[config.mk]
export PLATFORM = sky130hd
export DESIGN_NAME = pwm_capture
export DESIGN_NICKNAME = d
export VERILOG_FILES = /design/src/rtl/pwm_capture.sv
export SDC_FILE = /design/constraint.sdc
export NUM_CORES = 1
export LEC_CHECK = 0
export BUFFER_PORTS_ARGS = -buffer_cell sky130_fd_sc_hd__buf_4
export CORE_ASPECT_RATIO = 1.2
export CORE_MARGIN = 1
export CORE_UTILIZATION = 50
export CTS_BUF_LIST = sky130_fd_sc_hd__clkbuf_4 sky130_fd_sc_hd__clkbuf_8
export DETAILED_ROUTE_END_ITERATION = 10
export GPL_ROUTABILITY_DRIVEN = 0
export PLACE_DENSITY = 0.76
export SLEW_MARGIN = 30
export SYNTH_ARGS = -nofsm -noshare
export SYNTH_HDL_FRONTEND = slang
export SYNTH_SLANG_ARGS = --single-unit
[constraint.sdc]
create_clock -name clk -period 2.5 [get_ports clk]
set_input_delay 0.125 -clock clk [delete_from_list [all_inputs] [get_ports clk]]
set_output_delay 0.125 -clock clk [all_outputs]
set_load 0.05 [all_outputs]
[src/rtl/pwm_capture.sv]
// -----------------------------------------------------------------------------
// pwm_capture
//   Measures period and high time of an asynchronous switching waveform
//   (looped-back switch-drive PWM or an external gate signal) in system clock
//   cycles. Each completed input cycle is reported with a one-cycle strobe.
//   Lock and timeout status are kept for the supervising control logic.
//
// Ports
//   clk         in   system clock (100 MHz)
//   rst_n       in   asynchronous active-low reset
//   pwm_in      in   asynchronous waveform under measurement
//   period      out  [CNT_W] last measured period, clk cycles
//   high_time   out  [CNT_W] high time of the same input cycle, clk cycles
//   meas_valid  out  one-cycle pulse when period/high_time update
//   in_range    out  last period within [PERIOD_MIN, PERIOD_MAX]
//   lock        out  two consecutive in-range results seen
//   timeout     out  no rising edge for TIMEOUT cycles; sticky until next rise
//
// Build option
//   PWM_CAPTURE_GLITCH_FILTER_EN : when defined, a 3-sample filter follows the
//   synchronizer, rejecting pulses shorter than 3 cycles (+2 cycles latency).
// -----------------------------------------------------------------------------
module pwm_capture #(
    parameter int CNT_W      = 20,
    parameter int PERIOD_MIN = 47000,
    parameter int PERIOD_MAX = 49000,
    parameter int TIMEOUT    = 100000
) (
    input  logic             clk,
    input  logic             rst_n,
    input  logic             pwm_in,
    output logic [CNT_W-1:0] period,
    output logic [CNT_W-1:0] high_time,
    output logic             meas_valid,
    output logic             in_range,
    output logic             lock,
    output logic             timeout
);

    localparam logic [CNT_W-1:0] TIMEOUT_C = CNT_W'(TIMEOUT);
    localparam logic [CNT_W-1:0] PMIN_C    = CNT_W'(PERIOD_MIN);
    localparam logic [CNT_W-1:0] PMAX_C    = CNT_W'(PERIOD_MAX);
    localparam logic [CNT_W-1:0] ONE_C     = CNT_W'(1);

    typedef enum logic {
        ST_IDLE = 1'b0,
        ST_MEAS = 1'b1
    } state_t;

    logic             r_sync1;
    logic             r_sync2;
    logic             r_s_prev;
    logic             r_rise;
    logic             r_fall;
    logic [3:0]       r_prime;
    logic             w_s;
    logic             w_primed;
    logic             w_in_range;
    logic [CNT_W-1:0] r_cnt;
    logic [CNT_W-1:0] r_hi_cap;
    state_t           r_state;
    logic [CNT_W-1:0] r_period;
    logic [CNT_W-1:0] r_high_time;
    logic             r_meas_valid;
    logic             r_in_range;
    logic             r_lock;
    logic [1:0]       r_lock_cnt;
    logic             r_timeout;

    // The edge detector stays blind until the synchronizer holds real samples,
    // so a level already present at reset release is not mistaken for an edge.
    assign w_primed = r_prime[3];

`ifdef PWM_CAPTURE_GLITCH_FILTER_EN
    logic [1:0] r_hist;

    // History of the two previous synchronized samples for the 3-sample filter.
    always_ff @(posedge clk or negedge rst_n) begin
        if (!rst_n) begin
            r_hist <= 2'b00;
        end else begin
            r_hist <= {r_hist[0], r_sync2};
        end
    end

    // Filtered level: follow the input only after 3 equal samples, else hold.
    always_comb begin
        w_s = r_s_prev;
        if ((r_sync2 == r_hist[0]) && (r_sync2 == r_hist[1])) begin
            w_s = r_sync2;
        end else begin
            w_s = r_s_prev;
        end
    end
`else
    // Unfiltered level: the raw synchronizer output.
    always_comb begin
        w_s = r_sync2;
    end
`endif

    // Two-flop synchronizer, priming shift register and registered edge pulses.
    always_ff @(posedge clk or negedge rst_n) begin
        if (!rst_n) begin
            r_sync1  <= 1'b0;
            r_sync2  <= 1'b0;
            r_s_prev <= 1'b0;
            r_rise   <= 1'b0;
            r_fall   <= 1'b0;
            r_prime  <= 4'b0000;
        end else begin
            r_sync1 <= pwm_in;
            r_sync2 <= r_sync1;
            r_prime <= {r_prime[2:0], 1'b1};
            if (w_primed) begin
                r_s_prev <= w_s;
                r_rise   <= w_s & ~r_s_prev;
                r_fall   <= ~w_s & r_s_prev;
            end else begin
                r_s_prev <= r_sync2;
                r_rise   <= 1'b0;
                r_fall   <= 1'b0;
            end
        end
    end

    // Cycle counter restarted by each rise, saturating at TIMEOUT; the fall
    // snapshot gives the high time of the cycle in progress.
    always_ff @(posedge clk or negedge rst_n) begin
        if (!rst_n) begin
            r_cnt    <= '0;
            r_hi_cap <= '0;
        end else begin
            if (r_rise) begin
                r_cnt <= ONE_C;
            end else if (r_cnt != TIMEOUT_C) begin
                r_cnt <= r_cnt + ONE_C;
            end else begin
                r_cnt <= r_cnt;
            end
            if (r_fall) begin
                r_hi_cap <= r_cnt;
            end else begin
                r_hi_cap <= r_hi_cap;
            end
        end
    end

    assign w_in_range = (r_cnt >= PMIN_C) && (r_cnt <= PMAX_C);

    // Measurement FSM with registered results, lock tracking and timeout.
    always_ff @(posedge clk or negedge rst_n) begin
        if (!rst_n) begin
            r_state      <= ST_IDLE;
            r_period     <= '0;
            r_high_time  <= '0;
            r_meas_valid <= 1'b0;
            r_in_range   <= 1'b0;
            r_lock       <= 1'b0;
            r_lock_cnt   <= 2'd0;
            r_timeout    <= 1'b0;
        end else begin
            r_meas_valid <= 1'b0;
            case (r_state)
                ST_IDLE: begin
                    // First rise only arms the block; no complete cycle yet.
                    if (r_rise) begin
                        r_state   <= ST_MEAS;
                        r_timeout <= 1'b0;
                    end else begin
                        r_state <= ST_IDLE;
                    end
                end
                ST_MEAS: begin
                    // A rise wins over a simultaneous saturation of the counter.
                    if (r_rise) begin
                        r_period     <= r_cnt;
                        r_high_time  <= r_hi_cap;
                        r_meas_valid <= 1'b1;
                        r_in_range   <= w_in_range;
                        if (w_in_range) begin
                            if (r_lock_cnt != 2'd2) begin
                                r_lock_cnt <= r_lock_cnt + 2'd1;
                            end else begin
                                r_lock_cnt <= r_lock_cnt;
                            end
                            // Count reaches 2 on this result if it was already >= 1.
                            r_lock <= (r_lock_cnt != 2'd0);
                        end else begin
                            r_lock_cnt <= 2'd0;
                            r_lock     <= 1'b0;
                        end
                    end else if (r_cnt == TIMEOUT_C) begin
                        r_timeout  <= 1'b1;
                        r_lock     <= 1'b0;
                        r_lock_cnt <= 2'd0;
                        r_state    <= ST_IDLE;
                    end else begin
                        r_state <= ST_MEAS;
                    end
                end
                default: begin
                    r_state <= ST_IDLE;
                end
            endcase
        end
    end

    assign period     = r_period;
    assign high_time  = r_high_time;
    assign meas_valid = r_meas_valid;
    assign in_range   = r_in_range;
    assign lock       = r_lock;
    assign timeout    = r_timeout;

endmodule
==> summary.txt <==
Outcome
  – Outcome: finished with violations
  – Failing checks: design-rule violations

Finish
  – # nets final: 374
  – Diode count: 0
  – Area delta synth->final: 15.54%
  – Layout cells sized above 1: 34.77%
  – Design area: 0.004679 mm2

STA
  – Worst Max-Slew Pin Slew: 774.1 ps
  – Peak Freq: 453.5 MHz
  – Setup_tns: 0 ps
  – Final Setup Violations: 0
  – WHS: 348.4 ps
  – Max Slew Vio Count: 0
  – RSZ-0062 raised after global routing: false
  – Post-layout min period: 2205 ps
  – Relative slew slack: 47.72%
  – Fin crit share: 88.20%
  – Final Hold Viols: 0
  – Max Clock Skew: 7.200 ps

Routing
  – Routed len/inst: 16.54 um
  – Max layer used: met4
  – Met3 WL: 314 um
  – Initial DRT Pass Iterations: 7
  – Drt drc: 4
  – Met2 Wirelength: 3803 um
  – Vias: 2652
  – Metal-1 WL: 3443 um
  – Number of DRC markers in iteration 0: 214
  – Post-route ant nets: 0
  – Final WL: 7657 um
  – DR vias/cell: 5.728

Pwr
  – Clock share of power: 28.3%
  – Combinational group share of total power: 19.5%
  – P_int: 2.453 mW
  – Power density cells: 760.9 mW/mm2
  – Leak Pwr: 2.232 nW
  – Switching Fraction: 31.09%
  – Sw power: 1.107 mW
  – IR Drop Worst-Case VDD: 620.0 uV
  – Seq pwr share: 52.2%

Hold path
  – Hold crit path type: in -> async

Clocking
  – Number of buffers created by CTS: 9
  – Clock Latency Late Sink: 350 ps
  – Clock slew at reported path FFs: 90 ps
  – Clk buf depth: 2
  – Clock sinks: 96
  – Root buffer cell: clkbuf_8
  – Post-cts resize count: 0
  – CTS H-tree depth: 3
  – CTS tree: built

Global route
  – First-pass GRT wire length: 13080 um
  – Pin count of the biggest net entering global routing: 97
  – Initial antenna violation count: 0
  – Number of global-route vias before repair: 2662
  – Final global-route overflow total: 0
  – GRT Total Usage: 19.93%

Yosys
  – Top_reg_cell synth: dfrtp_1
  – #FFs+latches synth: 96
  – Net Count, Synth: 328
  – Multiplexer share of the synthesized area: 15.01%
  – Distinct cells, synth: 46
  – Synth top area cells: dfrtp_1, mux2_2, nand2_1, o21ai_0, a21oi_1
  – Seq/Total Area, Yosys: 59.31%
  – Top-count cell post-synth: dfrtp_1
  – Cell Area, Synth: 0.004050 mm2
  – Syn. warnings: 0
  – Post-synthesis async set-or-reset flop share: 100.0%
  – Post-synth EDFFs: 0
  – Post-Synth Simple-Gate Area: 11.03%
  – Syn Area/Cell: 12.62 um2
  – Top cell type's share of synthesized area: 59.31%
  – Cell taking the most area after synthesis: dfrtp_1
  – Synth Area in Adders: 1.236%
  – Main combinational cell family by area after synthesis: multiplexers
  – XOR/XNOR Fraction of Synth Area: 1.946%
  – Mapped Cells: 321
  – Synth Area in Compound Gates: 7.383%
  – Synth top cells by count: dfrtp_1, mux2_2, nand2_1, o21ai_0

Place
  – Hpwl dp: 5110 um
  – IO Port Bufs: 46
  – Area after DPL: 0.004459 mm2

Worst setup path
  – Critical path depth in cells: 4
  – Worst-path cell chain: or4b_4 > or4_1 > o211ai_1 > o211ai_1
  – WP data required: 2720 ps
  – CP Max Fanout: 8
  – CP dominant cell by count: o211ai_1
  – CP max-delay cell: or4_1
  – Kind of end point of the critical path: flip-flop
  – Critical path type: reg -> reg
  – Crit-path leading delay family: simple AND/OR/NAND/NOR gates
  – CP Launch Type: flip-flop
  – CP bufs+invs: 0
  – Arrival @ worst endpoint: 2430 ps
  – Worst reg2reg path depth: 4
  – Largest stage delay, worst path: 660 ps

Job
  – Max-cap violations: 0

Floorplanning
  – Die Span Y: 100.6 um
  – I/O pin cnt: 47
  – Core area: 0.007751 mm2
  – Rows: 35
  – Die area: 0.008466 mm2
  – Starting Density: 52.25%
  – Die outline width: 84.16 um
==> layer usage <==
metal / GRT usage [%] / vias to the layer above
met2: 32.66 / 60
met1: 26.49 / 1344
met5: 0 / -
li1: - / 1238
met4: 7.825 / 0
met3: 3.849 / 10
==> repair_timing <==
action | 4_1_cts | 5_1_grt
setup buffers | 0 | 0
hold endpoints to repair | 97 | 0
hold buffers | 2 | 0
==> tightest hold or removal path: stages <==
cell,delay (ps)
dlygate4sd3_1,530
buf_4,110
buf_12,380
==> state kept, by name, summed over array words and instances (netlist names) <==
signal / flops
high_time: 20
in_range: 1
lock: 1
meas_valid: 1
period: 20
r_cnt: 20
r_fall: 1
r_hi_cap: 20
r_lock_cnt: 2
r_prime: 4
r_rise: 1
r_s_prev: 1
r_state: 1
r_sync1: 1
r_sync2: 1
timeout: 1
==> layout make-up <==
type / instances / area, um2
repair buffers: 54 / 435.4
flip-flops and latches: 96 / 2402
clock buffers: 11 / 145.1
inverters: 10 / 37.54
clock inverters: 4 / 55.05
fillers: 617 / 3072
well taps: 92 / 115.1
multi-input cells: 196 / 1489
==> stage by stage <==
stage	power, mW	setup slack (ps)	std cells	utilization [%]
6_report	3.561	295.0	463	60.37
3_5_place_dp	2.587	302.0	446	57.53
2_1_floorplan	2.348	480.2	321	-
4_1_cts	3.597	290.7	463	60.37
5_1_grt	3.724	214.8	463	60.37
3_3_place_gp	2.570	395.4	446	57.53
==> power by group through the flow <==
stage                     registers, mW  clock network (mW)  logic, mW
after detailed placement           1.89                   0      0.697
final                              1.86                1.01      0.693
after floorplan                    2.07                   0      0.278
after global routing               1.88                1.10      0.738
after global placement             1.88                   0      0.686
after CTS                          1.86                1.04      0.701
==> placed cells by master (no fill, tap or decap), types with 5 or more instances in the layout <==
| cell type | instances |
|---|---|
| buf_4 | 50 |
| inv_1 | 10 |
| nand4_1 | 6 |
| a21oi_1 | 12 |
| xnor2_1 | 5 |
| nand2_1 | 19 |
| nor2_1 | 12 |
| o211ai_1 | 8 |
| nand3_1 | 7 |
| clkbuf_8 | 10 |
| o21ai_0 | 14 |
| dfrtp_1 | 96 |
| or4_1 | 6 |
| mux2_2 | 54 |
==> logic make-up (layout without fill, tap and decap cells) <==
group / count (synthesis) / in the layout
xor+xnor: 9 / 9
mux: 54 / 54
flops: 96 / 96
buf+inv: 29 / 79
compound gates: 48 / 48
simple gates: 80 / 80
other cells: 1 / 1
fa+ha+maj: 4 / 4
==> path summary, 6_finish.rpt <==
| kind | end | slack, ps | startpoint |
|---|---|---|---|
| worst min-delay path | period[3] | 350 | rst_n |
| worst max-delay path | r_lock_cnt[1] | 300 | r_cnt[14] |
| worst min register to register | r_prime[2] | 360 | r_prime[1] |
| max in group asynchronous | r_cnt[12] | 1770 | rst_n |
| min in group clk | r_prime[2] | 360 | r_prime[1] |
| worst max register to register | r_lock_cnt[1] | 300 | r_cnt[14] |
No activity file was read; power rests on OpenSTA's default activity.
